==> config.mk <==
export PLATFORM = sky130hd
export DESIGN_NAME = gpio_mul_sched
export DESIGN_NICKNAME = d
export VERILOG_FILES = /design/src/rtl/gpio_mul_sched.sv
export SDC_FILE = /design/constraint.sdc
export NUM_CORES = 1
export LEC_CHECK = 0
export CORE_MARGIN = 10
export CORE_UTILIZATION = 45
export DETAILED_ROUTE_END_ITERATION = 10
export PLACE_DENSITY = 0.91
export RECOVER_POWER = 50
export SYNTH_ARGS = -nofsm -noshare
export SYNTH_HDL_FRONTEND = slang
export SYNTH_SLANG_ARGS = --single-unit
==> constraint.sdc <==
create_clock -name clk -period 9.35 [get_ports clk]
set_input_delay 1.87 -clock clk [delete_from_list [all_inputs] [get_ports clk]]
set_output_delay 1.87 -clock clk [all_outputs]
set_load 0.02 [all_outputs]
==> src/rtl/gpio_mul_sched.sv <==
// Round-robin front end that time-shares the bus-mapped 24x24 multiply/popcount engine.
// Each engine register access is a fixed SETUP/STROBE/HOLD triple driven from registered state.
module gpio_mul_sched #(
    parameter int unsigned N_REQ      = 4,
    parameter int unsigned POLL_LIMIT = 64
) (
    input  logic                  clk,
    input  logic                  n_reset,
    input  logic [N_REQ-1:0]      req_valid,
    input  logic [N_REQ*24-1:0]   req_a,
    input  logic [N_REQ*24-1:0]   req_b,
    output logic [N_REQ-1:0]      req_ready,
    output logic                  rsp_valid,
    output logic [2:0]            rsp_id,
    output logic [31:0]           rsp_w,
    output logic [23:0]           rsp_l,
    output logic                  rsp_err,
    output logic                  busy,
    output logic [15:0]           saddress,
    output logic                  swr,
    output logic                  srd,
    output logic [31:0]           sdata_out,
    input  logic [31:0]           sdata_in
);

    localparam logic [3:0] StIdle = 4'd0;
    localparam logic [3:0] StArb  = 4'd1;
    localparam logic [3:0] StWrA1 = 4'd2;
    localparam logic [3:0] StWrA2 = 4'd3;
    localparam logic [3:0] StWrGo = 4'd4;
    localparam logic [3:0] StPoll = 4'd5;
    localparam logic [3:0] StRdW  = 4'd6;
    localparam logic [3:0] StRdL  = 4'd7;
    localparam logic [3:0] StResp = 4'd8;

    localparam logic [1:0] PhSetup  = 2'd0;
    localparam logic [1:0] PhStrobe = 2'd1;
    localparam logic [1:0] PhHold   = 2'd2;

    localparam logic [15:0] AddrA1   = 16'h0380;
    localparam logic [15:0] AddrA2   = 16'h0388;
    localparam logic [15:0] AddrW    = 16'h0390;
    localparam logic [15:0] AddrL    = 16'h0398;
    localparam logic [15:0] AddrCtrl = 16'h03A0;

    localparam logic [2:0] LastIdx = 3'(N_REQ - 1);
    localparam logic [3:0] NumReq  = 4'(N_REQ);
    localparam logic [7:0] PollLim = 8'(POLL_LIMIT);

    logic [3:0]  r_state;
    logic [1:0]  r_phase;
    logic [2:0]  r_rr_ptr;
    logic [7:0]  r_poll_cnt;
    logic [23:0] r_a;
    logic [23:0] r_b;
    logic [2:0]  r_id;
    logic [31:0] r_w;
    logic [23:0] r_l;
    logic        r_err;

    logic [3:0]  w_state_nxt;
    logic [1:0]  w_phase_nxt;
    logic [2:0]  w_rr_ptr_nxt;
    logic [7:0]  w_poll_cnt_nxt;
    logic [23:0] w_a_nxt;
    logic [23:0] w_b_nxt;
    logic [2:0]  w_id_nxt;
    logic [31:0] w_w_nxt;
    logic [23:0] w_l_nxt;
    logic        w_err_nxt;

    logic [7:0]  w_valid_pad;
    logic [23:0] w_a_arr [8];
    logic [23:0] w_b_arr [8];
    logic        w_found;
    logic [2:0]  w_grant;
    logic [3:0]  w_sum;
    logic [2:0]  w_cand;
    logic        w_bus_state;
    logic        w_bus_last;
    logic [7:0]  w_poll_inc;

    // Pad requester vectors to 8 entries so a 3-bit index always selects cleanly.
    always_comb begin
        w_valid_pad = '0;
        for (int i = 0; i < 8; i++) begin
            w_a_arr[i] = '0;
            w_b_arr[i] = '0;
        end
        for (int i = 0; i < int'(N_REQ); i++) begin
            w_valid_pad[i] = req_valid[i];
            w_a_arr[i]     = req_a[24*i +: 24];
            w_b_arr[i]     = req_b[24*i +: 24];
        end
    end

    // First valid requester at or after r_rr_ptr, scanning upward with wrap.
    always_comb begin
        w_found = 1'b0;
        w_grant = '0;
        w_sum   = '0;
        w_cand  = '0;
        for (int k = 0; k < int'(N_REQ); k++) begin
            w_sum = {1'b0, r_rr_ptr} + 4'(k);
            if (w_sum >= NumReq) begin
                w_sum = w_sum - NumReq;
            end
            w_cand = w_sum[2:0];
            if (!w_found && w_valid_pad[w_cand]) begin
                w_found = 1'b1;
                w_grant = w_cand;
            end
        end
    end

    assign w_bus_state = (r_state == StWrA1) || (r_state == StWrA2) || (r_state == StWrGo) ||
                         (r_state == StPoll) || (r_state == StRdW)  || (r_state == StRdL);
    assign w_bus_last  = (r_phase == PhHold);
    assign w_poll_inc  = r_poll_cnt + 8'd1;

    always_comb begin
        w_state_nxt    = r_state;
        w_phase_nxt    = r_phase;
        w_rr_ptr_nxt   = r_rr_ptr;
        w_poll_cnt_nxt = r_poll_cnt;
        w_a_nxt        = r_a;
        w_b_nxt        = r_b;
        w_id_nxt       = r_id;
        w_w_nxt        = r_w;
        w_l_nxt        = r_l;
        w_err_nxt      = r_err;

        if (w_bus_state) begin
            if (!w_bus_last) begin
                w_phase_nxt = r_phase + 2'd1;
            end else begin
                w_phase_nxt = PhSetup;
                case (r_state)
                    StWrA1: w_state_nxt = StWrA2;
                    StWrA2: w_state_nxt = StWrGo;
                    StWrGo: begin
                        w_poll_cnt_nxt = '0;
                        w_state_nxt    = StPoll;
                    end
                    StPoll: begin
                        w_poll_cnt_nxt = w_poll_inc;
                        if (sdata_in[1]) begin
                            w_state_nxt = StRdW;
                        end else if (w_poll_inc == PollLim) begin
                            w_err_nxt   = 1'b1;
                            w_state_nxt = StResp;
                        end else begin
                            w_state_nxt = StPoll;
                        end
                    end
                    StRdW: begin
                        w_w_nxt     = sdata_in;
                        w_state_nxt = StRdL;
                    end
                    StRdL: begin
                        w_l_nxt     = sdata_in[23:0];
                        w_state_nxt = StResp;
                    end
                    default: w_state_nxt = StIdle;
                endcase
            end
        end else begin
            case (r_state)
                StIdle: begin
                    if (|req_valid) begin
                        w_state_nxt = StArb;
                    end
                end
                StArb: begin
                    // A request withdrawn before grant simply returns us to idle.
                    if (w_found) begin
                        w_rr_ptr_nxt   = (w_grant == LastIdx) ? 3'd0 : w_grant + 3'd1;
                        w_a_nxt        = w_a_arr[w_grant];
                        w_b_nxt        = w_b_arr[w_grant];
                        w_id_nxt       = w_grant;
                        w_w_nxt        = '0;
                        w_l_nxt        = '0;
                        w_err_nxt      = 1'b0;
                        w_poll_cnt_nxt = '0;
                        w_phase_nxt    = PhSetup;
                        w_state_nxt    = StWrA1;
                    end else begin
                        w_state_nxt = StIdle;
                    end
                end
                StResp: w_state_nxt = (|req_valid) ? StArb : StIdle;
                default: w_state_nxt = StIdle;
            endcase
        end
    end

    always_ff @(posedge clk) begin
        if (!n_reset) begin
            r_state    <= StIdle;
            r_phase    <= PhSetup;
            r_rr_ptr   <= '0;
            r_poll_cnt <= '0;
            r_a        <= '0;
            r_b        <= '0;
            r_id       <= '0;
            r_w        <= '0;
            r_l        <= '0;
            r_err      <= 1'b0;
        end else begin
            r_state    <= w_state_nxt;
            r_phase    <= w_phase_nxt;
            r_rr_ptr   <= w_rr_ptr_nxt;
            r_poll_cnt <= w_poll_cnt_nxt;
            r_a        <= w_a_nxt;
            r_b        <= w_b_nxt;
            r_id       <= w_id_nxt;
            r_w        <= w_w_nxt;
            r_l        <= w_l_nxt;
            r_err      <= w_err_nxt;
        end
    end

    always_comb begin
        for (int i = 0; i < int'(N_REQ); i++) begin
            req_ready[i] = (r_state == StArb) && w_found && (w_grant == 3'(i));
        end
    end

    always_comb begin
        rsp_valid = (r_state == StResp);
        rsp_id    = rsp_valid ? r_id  : 3'd0;
        rsp_w     = rsp_valid ? r_w   : 32'd0;
        rsp_l     = rsp_valid ? r_l   : 24'd0;
        rsp_err   = rsp_valid ? r_err : 1'b0;
        busy      = (r_state != StIdle) && (r_state != StArb);
    end

    // Address/data are held for the whole access; only the strobe is phase-gated.
    always_comb begin
        saddress  = '0;
        sdata_out = '0;
        swr       = 1'b0;
        srd       = 1'b0;
        case (r_state)
            StWrA1: begin
                saddress  = AddrA1;
                sdata_out = {8'd0, r_a};
                swr       = (r_phase == PhStrobe);
            end
            StWrA2: begin
                saddress  = AddrA2;
                sdata_out = {8'd0, r_b};
                swr       = (r_phase == PhStrobe);
            end
            StWrGo: begin
                saddress = AddrCtrl;
                swr      = (r_phase == PhStrobe);
            end
            StPoll: begin
                saddress = AddrCtrl;
                srd      = (r_phase == PhStrobe);
            end
            StRdW: begin
                saddress = AddrW;
                srd      = (r_phase == PhStrobe);
            end
            StRdL: begin
                saddress = AddrL;
                srd      = (r_phase == PhStrobe);
            end
            default: begin
                saddress = '0;
            end
        endcase
    end

endmodule

==> metrics.md, run 1 <==
| Metric | Value |
|---|---|
| Setup Skew | 0.00750 ns |
| PwrDens | 236 nW/um^2 |
| Final WS setup | 1.97 ns |
| Drt pass-1 iters | 7 |
| Violated checks | max-capacitance violations, max-slew violations |
| Nets | 1362 |
| F_max | 0.136 GHz |
| Sequential area share after synthesis | 0.352 |
| WP data required | 7.48 ns |
| CP endpoint kind | output pin |
| Post-layout util | 0.713 |
| Antenna viol nets, final | 0 |
| Routed WL per cell | 19.6 microns |
| Cell area after synthesis | 7100 sq um |
| CTS buffer count | 17 |
| Die extent in x | 146 microns |
| Initial antenna violation count | 3 |
| Clk pin slew, worst setup/hold paths | 0.05 ns |
| Setup CP Type | in2out |
| Top-Level Pins | 346 |
| Gate Count Post-Synth | 848 |
| Static Leak | 4.45 nW |
| First-pass GRT wire length | 40.9 mm |
| Crit-path max FO | 56 |
| Critical path arrival | 5.51 ns |
| RSZ-0062 raised after global routing | no |
| Switching Fraction | 0.381 |
| # DRC | 0 |
| Avg Inst Size Synth | 8.37 sq um |
| Final worst-path cycle share | 0.789 |
| Final-report hold violation count | 0 |
| DP HPWL | 20.0 mm |
| Vias in the first global route | 7362 |
| Die height | 146 microns |
| EDFF count, synth | 0 |
| R2r setup slk | 4.49 ns |
| Core area | 15300 sq um |
| Grt ovf | 0 |
| Via density per instance | 5.57 |
| Starting DRT DRC Count | 609 |
| Share of cells above drive strength 1 | 0.0580 |
| HP Class | reg2reg |
| Clock sinks | 125 |
| Final Non-Filler Cells | 1351 |
| Fill count | 1158 |
| Clk buf depth | 2 |
| Int Power | 1.60 mW |
| Most common cell after layout, fill and taps aside | clkdlybuf4s50_1 |
| Peak supply drop | 0.188 mV |
| DR vias | 7522 |
| Clk root buf | clkbuf_16 |
| Synth cell types | 53 |
| DP Cell Count | 1317 |
| Seq cells post-synth | 125 |
| Largest net degree at the start of global routing | 74 |
| Clk pwr share | 0.270 |
| Worst skew pair latency | 0.42 ns |
| Worst hold margin | 0.452 ns |
| Floorplan row count | 45 |
| Overall routing resource usage | 0.235 |
| Placer's final routability congestion estimate | 0.854 |
| Worst-margin pin slew | 3.21 ns |
| Layout area overhead | 53.9% |
| Crit path time final | 7.38 ns |
| Setup TNS | 0 ns |
| CTS resizes | 0 |
| Post-synth top flop | dfxtp_1 |
| Initial Utilization | 0.464 |
| Die footprint | 21200 sq um |
| CP Launch Type | primary input |
| Post-CTS setup buffer count | 0 |
| Sw Pwr | 981 uW |
| Place WS | 2.10 ns |
| Setup violators final | 0 |
| Comb power frac | 0.437 |
| Max Cap Viol | 3 |
| Flop pwr share | 0.292 |
| CTS H-tree lvls | 4 |
| Synth warnings | 0 |
| Slew headroom | -1.14 |
| CTS tree | done |
| Commonest non-fill, non-tap cells in the layout | clkdlybuf4s50_1 (297), dfxtp_1 (125), nand2_1 (122) |
| Outcome | finished with violations |
| Port bufs | 327 |
| # hold bufs at CTS | 0 |
| Max-slew violation count | 185 |
| Total Routed Length | 26.5 mm |
| Share of flip-flops with an asynchronous set or reset | 0 |
cell usage after synthesis (10+ instances only):
| master | n | area, sq um |
|---|---|---|
| a21oi_1 | 73 | 365 |
| a22o_1 | 24 | 210 |
| and2_1 | 61 | 382 |
| buf_2 | 21 | 105 |
| buf_4 | 22 | 165 |
| clkbuf_1 | 48 | 180 |
| dfxtp_1 | 125 | 2500 |
| inv_1 | 13 | 48.8 |
| mux2i_1 | 97 | 971 |
| nand2_1 | 123 | 462 |
| nand3_1 | 62 | 310 |
| nor2_1 | 23 | 86.3 |
| nor3_1 | 13 | 65.1 |
| o221ai_1 | 39 | 342 |
| o221ai_2 | 10 | 150 |
worst max-delay path, stage by stage:
cell and delay (ns):
dlygate4sd3_1 0.66, mux4_2 0.56, a211oi_1 0.25, nand4_1 0.11, o211ai_1 0.12, buf_4 0.72
inv_1 0.20, ha_1 0.27, and3_1 0.16, clkdlybuf4s50_1 0.57
flip-flops by register name, indices dropped and copies added, names as in the netlist:
signal and flops:
r_rr_ptr 3, r_w 32, r_phase 2, r_id 3
r_l 24, r_state 4, r_b 24, r_err 1
r_a 24, r_poll_cnt 8
cells by family (layout without fill, tap and decap cells):
kind of cell    after synthesis  after routing  synth area share
compound gates              185            185             0.190
fa+ha+maj                     7              7            0.0123
buf+inv                     109            382            0.0761
flops                       125            125             0.352
mux                         102            102             0.149
other cells                   1             20          0.000528
simple gates                319            319             0.219
metal layers:
| metal | global-route usage | vias to the layer above | share of wire |
|---|---|---|---|
| li1 | - | 3574 | - |
| met1 | 0.255 | 3525 | 0.37 |
| met2 | 0.410 | 381 | 0.51 |
| met3 | 0.0826 | 42 | 0.093 |
| met4 | 0.0915 | 0 | 0.024 |
| met5 | 0 | - | 0 |
through the flow:
step           instance area, sq um  power [mW]
2_1_floorplan                  7160        1.57
3_3_place_gp                  10300        1.85
3_5_place_dp                  10300        1.88
4_1_cts                       10900        2.58
5_1_grt                       10900        2.70
6_report                      10900        2.58
area by class of cell:
cell class              instances  area (sq um)  area share
well taps                     211           264      0.0242
multi-input cells             631          4150       0.379
clock buffers                  18           439      0.0402
inverters                      14          52.6     0.00481
repair buffers                336          3330       0.305
diodes                          2          5.00    0.000458
clock inverters                14           185      0.0170
flip-flops and latches        125          2500       0.229
worst paths after layout:
check	startpoint	endpoint	cells past startpoint
hold reg to reg	r_id[1]	r_id[1]	2
setup / recovery	req_valid[2]	req_ready[3]	10
setup reg to reg	r_rr_ptr[0]	r_b[1]	9
hold / removal	r_id[1]	r_id[1]	2
power groups by stage:
stage / Clock [mW] / Combinational [mW] / Sequential (mW)
CTS: 0.701 / 1.13 / 0.751
global route: 0.724 / 1.21 / 0.767
finish: 0.697 / 1.13 / 0.753
floorplan: 0 / 0.863 / 0.707
global placement: 0 / 1.10 / 0.755
detailed placement: 0 / 1.13 / 0.759
(Power assumes the default switching activity.)
==> run 2, diff against run 1 <==
Settings changed: CORE_UTILIZATION 45 to 41, PLACE_DENSITY 0.91 to 0.84.
Clock period 9.35 ns to 7 ns, I/O delays scaled along.
==> metrics.md, run 2 (synthesized netlist as in run 1, its figures left out) <==
| Metric | Value |
|---|---|
| Outcome | finished with violations |
| Violated checks | max-capacitance violations, max-slew violations |
| Largest net degree at the start of global routing | 75 |
| Slew headroom | -1.24 |
| R2R Path End | r_a[5] |
| Fill count | 1495 |
| CP max stage delay | 0.67 ns |
| Share of cells above drive strength 1 | 0.0570 |
| Setup CP Type | in2out |
| Most common cell after layout, fill and taps aside | clkdlybuf4s50_1 |
| Worst hold margin | 0.452 ns |
| Placer's final routability congestion estimate | 0.855 |
| Worst skew pair latency | 0.41 ns |
| Final WS setup | 1.11 ns |
| Max Cap Viol | 3 |
| Overall routing resource usage | 0.220 |
| Starting DRT DRC Count | 480 |
| Routed wl met2 | 13.3 mm |
| Crit-path max FO | 21 |
| F_max | 0.170 GHz |
| Post-DP Area | 10300 sq um |
| Worst r2r src | r_rr_ptr[0] |
| WHS Path Cells | 1 |
| Biggest register | r_w |
| CTS resizes | 0 |
| Clock sinks | 125 |
| WP data required | 5.60 ns |
| Initial antenna violation count | 2 |
| Antenna viol nets, final | 0 |
| Highest metal used | met4 |
| Final worst-path cycle share | 0.841 |
| Critical path arrival | 4.49 ns |
| Routed WL per cell | 19.6 microns |
| CP endpoint kind | output pin |
| R2r setup slk | 2.14 ns |
| Worst Reg-to-Reg Cells | 10 |
| Final-report hold violation count | 0 |
| First-pass GRT wire length | 39.9 mm |
| DP HPWL | 20.5 mm |
| Worst-margin pin slew | 3.37 ns |
| Worst path slowest cell | dlygate4sd3_1 |
| Max-slew violation count | 176 |
| PwrDens | 312 nW/um^2 |
| HP Class | reg2reg |
| Grt ovf | 0 |
| Max reg flops | 32 |
| Clk root buf | clkbuf_16 |
| Via density per instance | 5.45 |
| CP Launch Type | primary input |
| CTS tree | done |
| Die height | 152 microns |
| Static Leak | 4.48 nW |
| Post-CTS setup buffer count | 0 |
| Routed length on met1 | 9.71 mm |
| Crit path time final | 5.89 ns |
| Top-Level Pins | 346 |
| CP top delay family | buffers and inverters |
| Clk pin slew, worst setup/hold paths | 0.05 ns |
| Hold EP | r_id[2] |
| CTS buffer count | 17 |
| Metal3 WL | 2.86 mm |
| Die extent in x | 152 microns |
| Drt pass-1 iters | 5 |
| Total Routed Length | 26.8 mm |
| WP buf/inv | 4 |
| Layout area overhead | 54.1% |
| RSZ-0062 raised after global routing | no |
| # hold bufs at CTS | 0 |
| DR vias | 7450 |
| Setup violators final | 0 |
| Setup Skew | 0.00643 ns |
| Hold Startpoint | r_id[2] |
| Setup TNS | 0 ns |
| Place WS | 1.21 ns |
| Port bufs | 327 |
| Core area | 17100 sq um |
| CTS H-tree lvls | 4 |
| Nets | 1364 |
| Vias in the first global route | 7375 |
| Clk buf depth | 2 |
| Floorplan row count | 48 |
| Peak supply drop | 0.222 mV |
| # DRC | 0 |
| Cell chain of the critical path | dlygate4sd3_1, mux4_2, a211oi_1, nand4_1, o211ai_1, buf_4, inv_1, ha_1, and3_1, clkdlybuf4s50_1 |
| Initial Utilization | 0.415 |
| Final Cell Area | 10900 sq um |
| Die footprint | 23000 sq um |
| Commonest non-fill, non-tap cells in the layout | clkdlybuf4s50_1 (298), dfxtp_1 (125), nand2_1 (122) |
## run 2: worst max-delay path by stage
stage,to,from,slack [ns],cells past startpoint
CTS,req_ready[3],req_valid[2],1.20,10
global placement,req_ready[3],req_valid[2],1.29,10
finish,req_ready[3],req_valid[3],1.11,10
floorplan,req_ready[3],req_valid[2],2.04,11
detailed placement,req_ready[3],req_valid[3],1.21,10
global route,req_ready[3],req_valid[3],0.95,10
## run 2: routing by layer
layer,global-route usage,up-vias
li1,-,3583
met1,0.233,3485
met2,0.385,334
met3,0.0849,48
met4,0.0925,0
met5,0,-
## run 2: final cells by class
| class | count | area (sq um) | area share |
|---|---|---|---|
| clock buffers | 22 | 474 | 0.0434 |
| multi-input cells | 631 | 4150 | 0.379 |
| well taps | 225 | 282 | 0.0257 |
| inverters | 14 | 52.6 | 0.00480 |
| flip-flops and latches | 125 | 2500 | 0.229 |
| clock inverters | 10 | 136 | 0.0125 |
| diodes | 2 | 5.00 | 0.000458 |
| repair buffers | 338 | 3340 | 0.305 |
## run 2: power breakdown
group / leakage [nW] / total (mW) / internal, mW / switching, mW
logic: 3.18 / 1.50 / 0.687 / 0.812
clock network: 0.293 / 0.909 / 0.588 / 0.322
registers: 1.01 / 1.00 / 0.871 / 0.130
total: 4.48 / 3.41 / 2.15 / 1.26
## run 2: stage by stage
| step | std cells | util | power [mW] |
|---|---|---|---|
| finish | 1367 | 0.639 | 3.41 |
| global route | 1366 | 0.639 | 3.60 |
| CTS | 1365 | 0.640 | 3.43 |
| detailed placement | 1333 | 0.604 | 2.51 |
| global placement | 1333 | 0.604 | 2.47 |
| floorplan | 865 | - | 2.10 |
